## src/rtl/rx_sync_ctrl.sv

```systemverilog
// Receive-side word-sync controller for the 8b/10b decoder output stream.
// Runs a comma-based LOSS/ACQ/SYNC/SYNC_ERR machine, requests bit slips while
// unsynced, forwards symbols received while synced and counts code errors.
module rx_sync_ctrl #(
  parameter int unsigned COMMA_LOCK   = 3,
  parameter int unsigned MAX_ERR      = 4,
  parameter int unsigned GOOD_RUN     = 4,
  parameter int unsigned SLIP_HOLDOFF = 2,
  parameter int unsigned ERRCNT_W     = 16
) (
  input  logic                clk,
  input  logic                rst,
  input  logic                sym_valid,
  input  logic [7:0]          sym_data,
  input  logic                sym_k,
  input  logic                sym_invalid,
  input  logic                cnt_clr,
  output logic                slip_req,
  output logic                sync_ok,
  output logic                rx_valid,
  output logic [7:0]          rx_data,
  output logic                rx_k,
  output logic [ERRCNT_W-1:0] err_count
);

  localparam int unsigned CcntW = (COMMA_LOCK > 1) ? $clog2(COMMA_LOCK + 1) : 1;
  localparam int unsigned EcntW = (MAX_ERR > 1) ? $clog2(MAX_ERR + 1) : 1;
  localparam int unsigned GcntW = (GOOD_RUN > 1) ? $clog2(GOOD_RUN + 1) : 1;
  localparam int unsigned HoldW = (SLIP_HOLDOFF > 0) ? $clog2(SLIP_HOLDOFF + 1) : 1;

  localparam logic [CcntW-1:0] CommaLockC = CcntW'(COMMA_LOCK);
  localparam logic [EcntW-1:0] MaxErrC    = EcntW'(MAX_ERR);
  localparam logic [GcntW-1:0] GoodRunC   = GcntW'(GOOD_RUN);
  localparam logic [HoldW-1:0] HoldoffC   = HoldW'(SLIP_HOLDOFF);

  typedef enum logic [1:0] {
    StLoss    = 2'd0,
    StAcq     = 2'd1,
    StSync    = 2'd2,
    StSyncErr = 2'd3
  } state_e;

  state_e              state_q, state_d;
  logic [CcntW-1:0]    ccnt_q, ccnt_d;
  logic [EcntW-1:0]    ecnt_q, ecnt_d;
  logic [GcntW-1:0]    gcnt_q, gcnt_d;
  logic [HoldW-1:0]    hold_q, hold_d;
  logic                slip_q, slip_d;
  logic                rx_valid_q, rx_valid_d;
  logic [7:0]          rx_data_q;
  logic                rx_k_q;
  logic [ERRCNT_W-1:0] err_q;

  logic comma, bad, good, next_synced;

  assign comma = !sym_invalid && sym_k && (sym_data == 8'hBC);
  assign bad   = sym_invalid;
  assign good  = !sym_invalid;

  // Next-state, counter and slip decode; evaluated once per valid symbol.
  always_comb begin
    state_d = state_q;
    ccnt_d  = ccnt_q;
    ecnt_d  = ecnt_q;
    gcnt_d  = gcnt_q;
    hold_d  = hold_q;
    slip_d  = 1'b0;
    if (sym_valid) begin
      unique case (state_q)
        StLoss: begin
          if (hold_q != '0) begin
            // Deserializer is still settling after the last slip.
            hold_d = hold_q - 1'b1;
          end else if (comma) begin
            if (COMMA_LOCK <= 1) begin
              state_d = StSync;
              ccnt_d  = '0;
            end else begin
              state_d = StAcq;
              ccnt_d  = CcntW'(1);
            end
          end else if (bad && !slip_q) begin
            // slip_q guard keeps pulses apart even with a zero holdoff.
            slip_d = 1'b1;
            hold_d = HoldoffC;
          end
        end
        StAcq: begin
          if (bad) begin
            state_d = StLoss;
            ccnt_d  = '0;
          end else if (comma) begin
            if (ccnt_q == CommaLockC - 1'b1) begin
              state_d = StSync;
              ccnt_d  = '0;
            end else begin
              ccnt_d = ccnt_q + 1'b1;
            end
          end
        end
        StSync: begin
          if (bad) begin
            if (MAX_ERR <= 1) begin
              state_d = StLoss;
              ecnt_d  = '0;
            end else begin
              state_d = StSyncErr;
              ecnt_d  = EcntW'(1);
            end
            gcnt_d = '0;
          end
        end
        StSyncErr: begin
          if (bad) begin
            gcnt_d = '0;
            if (ecnt_q == MaxErrC - 1'b1) begin
              state_d = StLoss;
              ecnt_d  = '0;
            end else begin
              ecnt_d = ecnt_q + 1'b1;
            end
          end else if (gcnt_q == GoodRunC - 1'b1) begin
            // A full good run retires one outstanding error.
            gcnt_d = '0;
            ecnt_d = ecnt_q - 1'b1;
            if (ecnt_q == EcntW'(1)) begin
              state_d = StSync;
            end
          end else begin
            gcnt_d = gcnt_q + 1'b1;
          end
        end
        default: begin
          state_d = StLoss;
        end
      endcase
    end
  end

  // Forward only good symbols whose post-edge state is synced.
  always_comb begin
    next_synced = (state_d == StSync) || (state_d == StSyncErr);
    rx_valid_d  = sym_valid && good && next_synced;
  end

  // FSM state, counters and slip pulse.
  always_ff @(posedge clk) begin
    if (rst) begin
      state_q <= StLoss;
      ccnt_q  <= '0;
      ecnt_q  <= '0;
      gcnt_q  <= '0;
      hold_q  <= '0;
      slip_q  <= 1'b0;
    end else begin
      state_q <= state_d;
      ccnt_q  <= ccnt_d;
      ecnt_q  <= ecnt_d;
      gcnt_q  <= gcnt_d;
      hold_q  <= hold_d;
      slip_q  <= slip_d;
    end
  end

  // One-cycle forwarding register; data/K hold across idle cycles.
  always_ff @(posedge clk) begin
    if (rst) begin
      rx_valid_q <= 1'b0;
      rx_data_q  <= 8'h00;
      rx_k_q     <= 1'b0;
    end else begin
      rx_valid_q <= rx_valid_d;
      if (sym_valid) begin
        rx_data_q <= sym_data;
        rx_k_q    <= sym_k;
      end
    end
  end

  // Saturating code-error counter; clear wins over a coincident increment.
  always_ff @(posedge clk) begin
    if (rst) begin
      err_q <= '0;
    end else if (cnt_clr) begin
      err_q <= '0;
    end else if (sym_valid && bad && !(&err_q)) begin
      err_q <= err_q + 1'b1;
    end
  end

  assign slip_req  = slip_q;
  assign sync_ok   = (state_q == StSync) || (state_q == StSyncErr);
  assign rx_valid  = rx_valid_q;
  assign rx_data   = rx_data_q;
  assign rx_k      = rx_k_q;
  assign err_count = err_q;

endmodule

```

## config.mk

```make
export PLATFORM = sky130hd
export DESIGN_NAME = rx_sync_ctrl
export DESIGN_NICKNAME = d
export VERILOG_FILES = /design/src/rtl/rx_sync_ctrl.sv
export SDC_FILE = /design/constraint.sdc
export NUM_CORES = 1
export LEC_CHECK = 0
export ABC_CLOCK_PERIOD_IN_PS = 1850
export CORE_ASPECT_RATIO = 0.5
export CORE_MARGIN = 2
export CORE_UTILIZATION = 28
export DETAILED_ROUTE_END_ITERATION = 12
export PLACE_DENSITY = 0.46
export SYNTH_ARGS = -nofsm -noshare
export SYNTH_HDL_FRONTEND = slang
export SYNTH_SLANG_ARGS = --single-unit
```

## constraint.sdc

```tcl
create_clock -name clk -period 1.85 [get_ports clk]
set_input_delay 0.185 -clock clk [delete_from_list [all_inputs] [get_ports clk]]
set_output_delay 0.185 -clock clk [all_outputs]
set_load 0.01 [all_outputs]
```

# After elaboration in Yosys (flattened, before gate mapping)
# Index checks and enable logic that the tools add are counted.
# totals
ff_bits	39
wordCells	89
# classes
n_addsub	6
n_eq_ne	16
muxes	31
bitwise_logic	2
n_reduce_logical	24
# op_table
operator	n
two-way mux 2 bit	19
two-way mux 3 bit	7
adder 16 x 1 -> 16 bit, second input constant	1
AND reduction 16 bit	1
case mux 3 bit (2 select lines)	2
equality test 2 bit, second input constant	5
equality test 8 bit, second input constant	1
case mux 2 bit (4 select lines)	1
AND reduction 4 bit	2
nonzero test 2 bit	4
logical AND 1 bit	7
adder 3 x 1 -> 3 bit, second input constant	2
equality test 3 x 2 -> 1 bit, second input constant	2
!= test 2 bit, second input constant	3
!= test 3 bit, second input constant	2
AND reduction 5 bit	1
OR reduction 5 bit	1
case mux 2 bit (2 select lines)	1
equality test 3 x 1 -> 1 bit, second input constant	1
logical NOT 1 bit	3
AND reduction 3 bit	1
subtractor 3 x 1 -> 3 bit, second input constant	1
adder 2 x 1 -> 2 bit, second input constant	1
equality test 2 x 1 -> 1 bit, second input constant	1
other kinds (7)	9

# Longest topological paths before layout
# Gate-level depths: netlist (run 1).
# depth
ltp_word	10
mapped_depth	6

# Worst setup path after synthesis (run 1)
# OpenSTA, ideal clock, no wires.
# synth_path
kind	reg2reg
start	reg err_q[0], in the netlist err_count[0]
end	reg err_q[8], in the netlist err_count[8]
setup_time_ns	0.070
arrival_time_ns	1.689
setup_slack_ns	0.090
stages_incl_launch_ff	6
synth_period_minus_slack_ns	1.760
cell_sequence	dfxtp_1 ha_1 nand3_1 or2_1 or4_1 a21oi_1
# synth_via
elab_chain_cells	3
# synth_rtl
element	line	source
start, declared	52	logic [ERRCNT_W-1:0] err_q;
start signal, assigned	187	err_q <= err_q + 1'b1;
parallel branches: the longest is 3 deep, another holds adder 16 x 1 -> 16 bit	--	
# Several ways; the timed one is not identified.
# A chain may end at the register's enable or synchronous reset.

# Worst setup path in the final report (run 1)
# layout_path
start	reg ccnt_q[1]
end	reg rx_valid_q, in the netlist rx_valid
# layout_via
elab_chain_cells	9
# layout_rtl
element	line	source
start, declared	44	logic [CcntW-1:0] ccnt_q, ccnt_d;
start signal, assigned	157	ccnt_q <= ccnt_d;
equality test 2 bit (*)	93	if (ccnt_q == CommaLockC - 1'b1) begin
two-way mux 2 bit (*)	93	
two-way mux 2 bit (*)	92	end else if (comma) begin
two-way mux 2 bit (*)	89	if (bad) begin
case mux 2 bit (4 select lines) (*)	69	unique case (state_q)
two-way mux 2 bit (*)	68	if (sym_valid) begin
equality test 2 bit	142	next_synced = (state_d == StSync) || (state_d == StSyncErr);
logical OR 1 bit (*)	142	
logical AND 1 bit (*)	143	rx_valid_d = sym_valid && good && next_synced;
end signal, assigned	172	rx_valid_q <= rx_valid_d;
end, declared	49	logic rx_valid_q, rx_valid_d;
# Every way passes the cells marked *; elsewhere a longest branch is shown, timed or not.

==> impl_metrics.json, run 1 <==
{
  "outcome": "complete, no violations",
  "cp_num_cells": 4,
  "vias": 1975,
  "rr_endpoint": "rx_valid$_SDFF_PP0_",
  "worstSkewPairLatency_ns": 0.28,
  "regArea_um2": 781,
  "grt_pass1_wl_mm": 8.75,
  "core_area_um2": 6830,
  "drt_iter0_markers": 88,
  "r2r_setup_slack_ns": 0.12,
  "ir_drop_v": 0.000285,
  "crit_path_max_incr_delay_ns": 0.49,
  "avgSynthCellArea_um2": 8.53,
  "htreeDepth": 2,
  "hpwlAfterDp_mm": 3.79,
  "die_area_um2": 7950,
  "first_global_vias": 1866,
  "cts_inserted_buffers": 5,
  "floorplan.initialDensity_pct": 29.6,
  "layout.nets": 325,
  "fillers": 693,
  "r2r-start": "ccnt_q[1]$_SDFFE_PP0P_",
  "cp_max_fo": 4,
  "pwr-share-clk_pct": 45.4,
  "dpl_cell_area_um2": 2710,
  "ys.flop_type": "dfxtp_1",
  "ys_seq_area_share_pct": 38.6,
  "hp-class": "reg -> reg",
  "syn_inst": 237,
  "yosys_warnings": 0,
  "gp_congestion": 0.785,
  "dr.pass1.iters": 5,
  "num_antenna_cells": 0,
  "path_class": "reg -> reg",
  "synthesis.nets": 258,
  "routed_wl_mm": 5.23,
  "r2r_cells": 4,
  "pin_count": 42,
  "cts_sinks": 39,
  "rows": 21,
  "power.leakage_nw": 1.03,
  "ant_nets": 0,
  "numPortBuffers": 41,
  "grt_usage_pct": 14.0,
  "min-delay-start": "slip_req$_SDFF_PP0_",
  "fmax_ghz": 0.577,
  "relSlewSlack_pct": 74.5,
  "netlist_area_um2": 2020,
  "routedWlPerCell_um": 13.2,
  "timing.final.crit_share_pct": 93.6,
  "root_buffer": "clkbuf_16",
  "fin_area_um2": 2890,
  "p_comb_share_pct": 10.6,
  "switching_share_pct": 22.3,
  "synthArstFlopShare_pct": 0,
  "die_w_um": 124,
  "slowest_stage": "or4_4",
  "timing.critical_path.buf_inv": 0,
  "drcViolationCount": 0,
  "cp.required_ns": 2.05,
  "multiInputGateArea_um2": 1170,
  "synth_area_leaders": "dfxtp_1 (39%), mux2i_1 (5.0%), a21oi_1 (4.7%), ha_1 (4.3%), nor2_1 (4.1%)",
  "cts_max_path_buffers": 2,
  "synth_top_area_cell": "dfxtp_1",
  "cp-end-kind": "flop",
  "cp-endpoint": "rx_valid$_SDFF_PP0_",
  "clock_skew_ns": 0.00390,
  "antenna_found_initial": 0,
  "cpLargestDelayFamily": "simple AND/OR/NAND/NOR gates",
  "synth_edf_count": 0,
  "postCtsHoldBufs": 0,
  "p_switching_w": 0.000445,
  "path_cells": "or3b_1, or4_4, o211a_1, nor4b_2",
  "clkSlewWorstSetupHoldPaths_ns": 0.06,
  "max_slew.worst_pin.slew_ns": 0.379,
  "netlist.area_leader.share_pct": 38.6,
  "hold_viol_final": 0,
  "drv_cap": 0,
  "drive_above_1_share_pct": 14.8,
  "tritoncts": "yes",
  "die_y_um": 64.1,
  "start_kind": "flop",
  "hold-worst-slack_ns": 0.452,
  "yosys_register_bits": 39,
  "arrival_ns": 1.93,
  "ys_types": 48,
  "areaGrowthSynthToFinish_pct": 43.0,
  "startpoint": "ccnt_q[1]$_SDFFE_PP0P_",
  "grt_start_max_net_pins": 17,
  "grt_overflow_total": 0,
  "setup_viol_count_final": 0,
  "period_needed_ns": 1.73,
  "via_per_inst": 4.97,
  "power_frac_seq_pct": 43.9,
  "intPower_w": 0.00155,
  "grt_setup_unrepaired": "no",
  "p_per_area_nw_per_um2": 690,
  "final_max_slew_viol_count": 0
}
[per-layer routing]
layer	GRT usage [%]	routed length (um)	share of wire (%)
met1	18.3	2570	49
met5	0	0	0
met4	4.21	57	1.1
met3	4.91	328	6.3
met2	21.6	2270	43
[repair_timing]
action,in CTS,in global routing
setup buffers,0,2
setup endpoints to repair,0,4
endpoints found under the hold margin,0,0
resized for setup,0,1
[how the worst min path moves through the flow]
stage / depth (start not counted) / to
floorplan: 2 / rx_data[0]$_SDFFE_PP0P_
global placement: 2 / gcnt_q[1]$_SDFFE_PP0P_
detailed placement: 1 / slip_req$_SDFF_PP0_
CTS: 1 / slip_req$_SDFF_PP0_
global route: 2 / gcnt_q[1]$_SDFFE_PP0P_
finish: 1 / slip_req$_SDFF_PP0_
[sequential cells by signal (all words and copies together) (netlist names)]
name	flops
ccnt_q	2
ecnt_q	3
err_count	16
gcnt_q	3
hold_q	2
rx_data	8
rx_k	1
rx_valid	1
slip_req	1
state_q	2
[power by group through the flow]
stage	sequential [W]	combinational [W]	clock [W]
global route	0.000878	0.000232	0.000977
global placement	0.000894	0.000211	0
floorplan	0.000897	0.0000991	0
CTS	0.000876	0.000214	0.000936
finish	0.000876	0.000212	0.000906
detailed placement	0.000893	0.000213	0
[cell usage after synthesis, types with 3 or more instances]
master and instances:
buf_2 3, a31oi_1 3, inv_1 8, a211oi_1 6, ha_1 7, o31ai_1 6
and4_1 3, or3b_1 3, clkbuf_1 7, or3_1 5, or4_1 5, nor2b_1 3
dfxtp_1 39, nand4_1 4, a21oi_1 19, nor3_1 12, mux2i_1 10, nand2b_1 6
o21ai_0 9, nand3_1 9, nor2_1 22, nand2_1 15
[area by class of cell]
class / count / area share, %
Timing Repair Buffer: 71 / 22.0
Multi-Input combinational cell: 179 / 40.5
Tap cell: 92 / 3.98
Sequential cell: 39 / 27.0
Inverter: 8 / 1.04
Clock buffer: 8 / 5.41
[cell usage in the layout (no fill, tap or decap), types with 5 or more instances in the layout]
cell             Yosys  layout
a211oi_1             6       6
a21oi_1             19      19
buf_4                0      30
clkbuf_16            0       5
clkdlybuf4s50_1      0      41
dfxtp_1             39      39
ha_1                 7       7
inv_1                8       8
mux2i_1             10      10
nand2_1             15      15
nand2b_1             6       6
nand3_1              9       9
nor2_1              22      22
nor3_1              12      12
o21ai_0              9       9
o31ai_1              6       6
or3_1                5       5
or4_1                5       5
[cells by family (layout without fill, tap and decap cells)]
| kind of cell | Yosys count | after routing | synth area share (%) |
|---|---|---|---|
| AND/OR/NAND/NOR | 104 | 104 | 29.8 |
| buffers and inverters | 19 | 87 | 3.72 |
| AO/OA/AOI/OAI | 58 | 58 | 18.5 |
| multiplexers | 10 | 10 | 4.95 |
| flip-flops | 39 | 39 | 38.6 |
| adder cells (fa/ha/maj) | 7 | 7 | 4.33 |
[through the flow]
stage,TNS (ns),total power (W),setup slack (ns),std cells,utilization [%]
floorplan,0,0.000996,0.0903,237,-
global placement,-0.807,0.00111,-0.141,387,39.7
detailed placement,-1.08,0.00111,-0.166,387,39.7
CTS,0,0.00203,0.112,395,42.0
global route,0,0.00209,0.0156,397,42.3
finish,0,0.00199,0.118,397,42.3
Note: power is estimated with default switching activity, not from simulation.
==> inputs of run 2 (changes only) <==
Settings changed: ABC_CLOCK_PERIOD_IN_PS 1850 to 1450, GPL_TIMING_DRIVEN from default to 0, PLACE_DENSITY 0.46 to 0.48.
Clock period 1.85 ns to 1.45 ns, I/O delays scaled along.
==> run 2 against run 1 <==
The run now ends with negative setup slack left. Maximum frequency grew 3.8%. Worst hold slack lost 0.22 ns. Cell count grew 1.8%. Clock skew grew 0.00064 ns. Clock power grew 19%. Non-clock buffer count grew 7. Sequential power grew 26%. Die area is the same. Clock-buffer cell count shrank 3. Via count grew 4.6%. Setup slack lost 0.34 ns. Power grew 24%.
==> impl_metrics.json, run 2 (synthesized netlist as in run 1, its figures left out) <==
{
  "outcome": "finished, violations left",
  "violations": "negative setup slack",
  "die_w_um": 124,
  "vias": 2065,
  "drv_cap": 0,
  "clock_skew_ns": 0.00454,
  "antenna_found_initial": 0,
  "rr_endpoint": "rx_valid$_SDFF_PP0_",
  "die_y_um": 64.1,
  "path_class": "reg -> reg",
  "timing.final.crit_share_pct": 115,
  "hpwlAfterDp_mm": 3.82,
  "largest_reg_flops": 16,
  "gp_congestion": 0.802,
  "ir_drop_v": 0.000405,
  "p_per_area_nw_per_um2": 763,
  "routed_wl_mm": 5.79,
  "max_slew.worst_pin.slew_ns": 0.612,
  "drive_above_1_share_pct": 33.7,
  "cts_sinks": 39,
  "drcViolationCount": 0,
  "core_area_um2": 6830,
  "placedCellCount": 369,
  "min-delay-start": "sym_data[3]",
  "layout.nets": 332,
  "die_area_um2": 7950,
  "cp.required_ns": 1.65,
  "post-route-util_pct": 47.3,
  "worstSkewPairLatency_ns": 0.29,
  "rows": 21,
  "final_cell_mix": "clkdlybuf4s50_1 (33), buf_4 (22), nor2_1 (21)",
  "hold_viol_final": 0,
  "tritoncts": "yes",
  "crit_path_max_incr_delay_ns": 0.43,
  "drt_iter0_markers": 85,
  "clkSlewWorstSetupHoldPaths_ns": 0.06,
  "pin_count": 42,
  "worst_slack_ns": -0.219,
  "period_needed_ns": 1.67,
  "timing.critical_path.buf_inv": 0,
  "hp-class": "in -> reg",
  "num_antenna_cells": 0,
  "routedWlPerCell_um": 14.3,
  "ant_nets": 0,
  "grt_pass1_wl_mm": 9.32,
  "htreeDepth": 2,
  "path_cells": "or3b_1, or4_4, o211a_4, nor4b_4",
  "cts_inserted_buffers": 5,
  "cts_max_path_buffers": 2,
  "start_kind": "flop",
  "dr.pass1.iters": 4,
  "r2r_cells": 4,
  "final_common_cell": "clkdlybuf4s50_1",
  "cpLargestDelayFamily": "simple AND/OR/NAND/NOR gates",
  "r2r-start": "ccnt_q[0]$_SDFFE_PP0P_",
  "setup_viol_count_final": 11,
  "root_buffer": "clkbuf_16",
  "hold-worst-slack_ns": 0.235,
  "fillers": 674,
  "cp-end-kind": "flop",
  "instances_no_fill": 404,
  "fmax_ghz": 0.599,
  "grt_setup_unrepaired": "yes",
  "power.leakage_nw": 1.23,
  "hold_depth": 3,
  "multiInputGateArea_um2": 1420,
  "arrival_ns": 1.87,
  "grt_start_max_net_pins": 13,
  "areaGrowthSynthToFinish_pct": 59.9,
  "slowest_stage": "or4_4",
  "via_per_inst": 5.11,
  "first_global_vias": 1968,
  "numPortBuffers": 40,
  "relSlewSlack_pct": 59.2,
  "r2r_setup_slack_ns": -0.22,
  "cp_max_fo": 2,
  "regArea_um2": 830,
  "dpl_cell_area_um2": 2620,
  "fin_area_um2": 3230,
  "final_max_slew_viol_count": 0,
  "grt_overflow_total": 0,
  "grt_usage_pct": 15.0,
  "min_to": "rx_data[3]$_SDFFE_PP0P_",
  "floorplan.initialDensity_pct": 29.6
}
run 2: changes by cell type in the layout (fill, tap and decap cells not counted), moves of 5 or more:
cell / delta
dfxtp_2: +12
dlygate4sd2_1: +5
buf_6: +9
clkdlybuf4s50_1: -8
dfxtp_4: +9
dfxtp_1: -21
buf_4: -8
run 2: worst min-delay path, cell delays in order:
cell and delay (ns):
dlygate4sd2_1 0.20, mux2i_1 0.07, nor2_1 0.07
run 2: cell type report:
cell class,count,area share (%)
Tap cell,92,3.56
Clock buffer,5,3.87
Multi-Input combinational cell,179,43.9
Inverter,8,1.01
Clock inverter,3,0.465
Timing Repair Buffer,67,19.4
Buffer,11,2.09
Sequential cell,39,25.7
run 2: per-stage QoR:
stage                     total power [W]  setup TNS [ns]  setup slack (ns)
after floorplan                   0.00127          -0.393            -0.136
after global placement            0.00138          -19.17            -0.789
after detailed placement          0.00138          -19.47            -0.764
after CTS                         0.00249          -0.717            -0.212
after global routing              0.00258           -1.91            -0.261
final                             0.00247          -0.845            -0.219
run 2: routing by layer:
layer  routed length [um]  vias up  track usage, %
li1                     -     1029               -
met1                 2690      992            18.6
met2                 2770       36            25.2
met3                  256        8            4.29
met4                   72        0            4.63
met5                    0        -               0
run 2: timing repair:
item	CTS	global route
pin swaps	23	14
setup buffers	18	9
hold buffers	0	0
resized for setup	53	36
setup endpoints to repair	39	25
run 2: where the power goes:
| group | total, W | switching, W | internal [W] |
|---|---|---|---|
| clock network | 0.00108 | 0.000453 | 0.000628 |
| logic | 0.000285 | 0.000143 | 0.000143 |
| registers | 0.00110 | 0.0000162 | 0.00108 |
run 2: worst max path at each step:
stage,start,endpoint,slack [ns],cells after the start
after global placement,sym_valid,err_count[15]$_SDFFE_PP0P_,-0.79,6
after detailed placement,sym_valid,err_count[15]$_SDFFE_PP0P_,-0.76,6
final,ccnt_q[0]$_SDFFE_PP0P_,rx_valid$_SDFF_PP0_,-0.22,4
after floorplan,ccnt_q[0]$_SDFFE_PP0P_,rx_valid$_SDFF_PP0_,-0.14,4
after CTS,ccnt_q[0]$_SDFFE_PP0P_,rx_valid$_SDFF_PP0_,-0.21,4
after global routing,ccnt_q[0]$_SDFFE_PP0P_,rx_valid$_SDFF_PP0_,-0.26,4
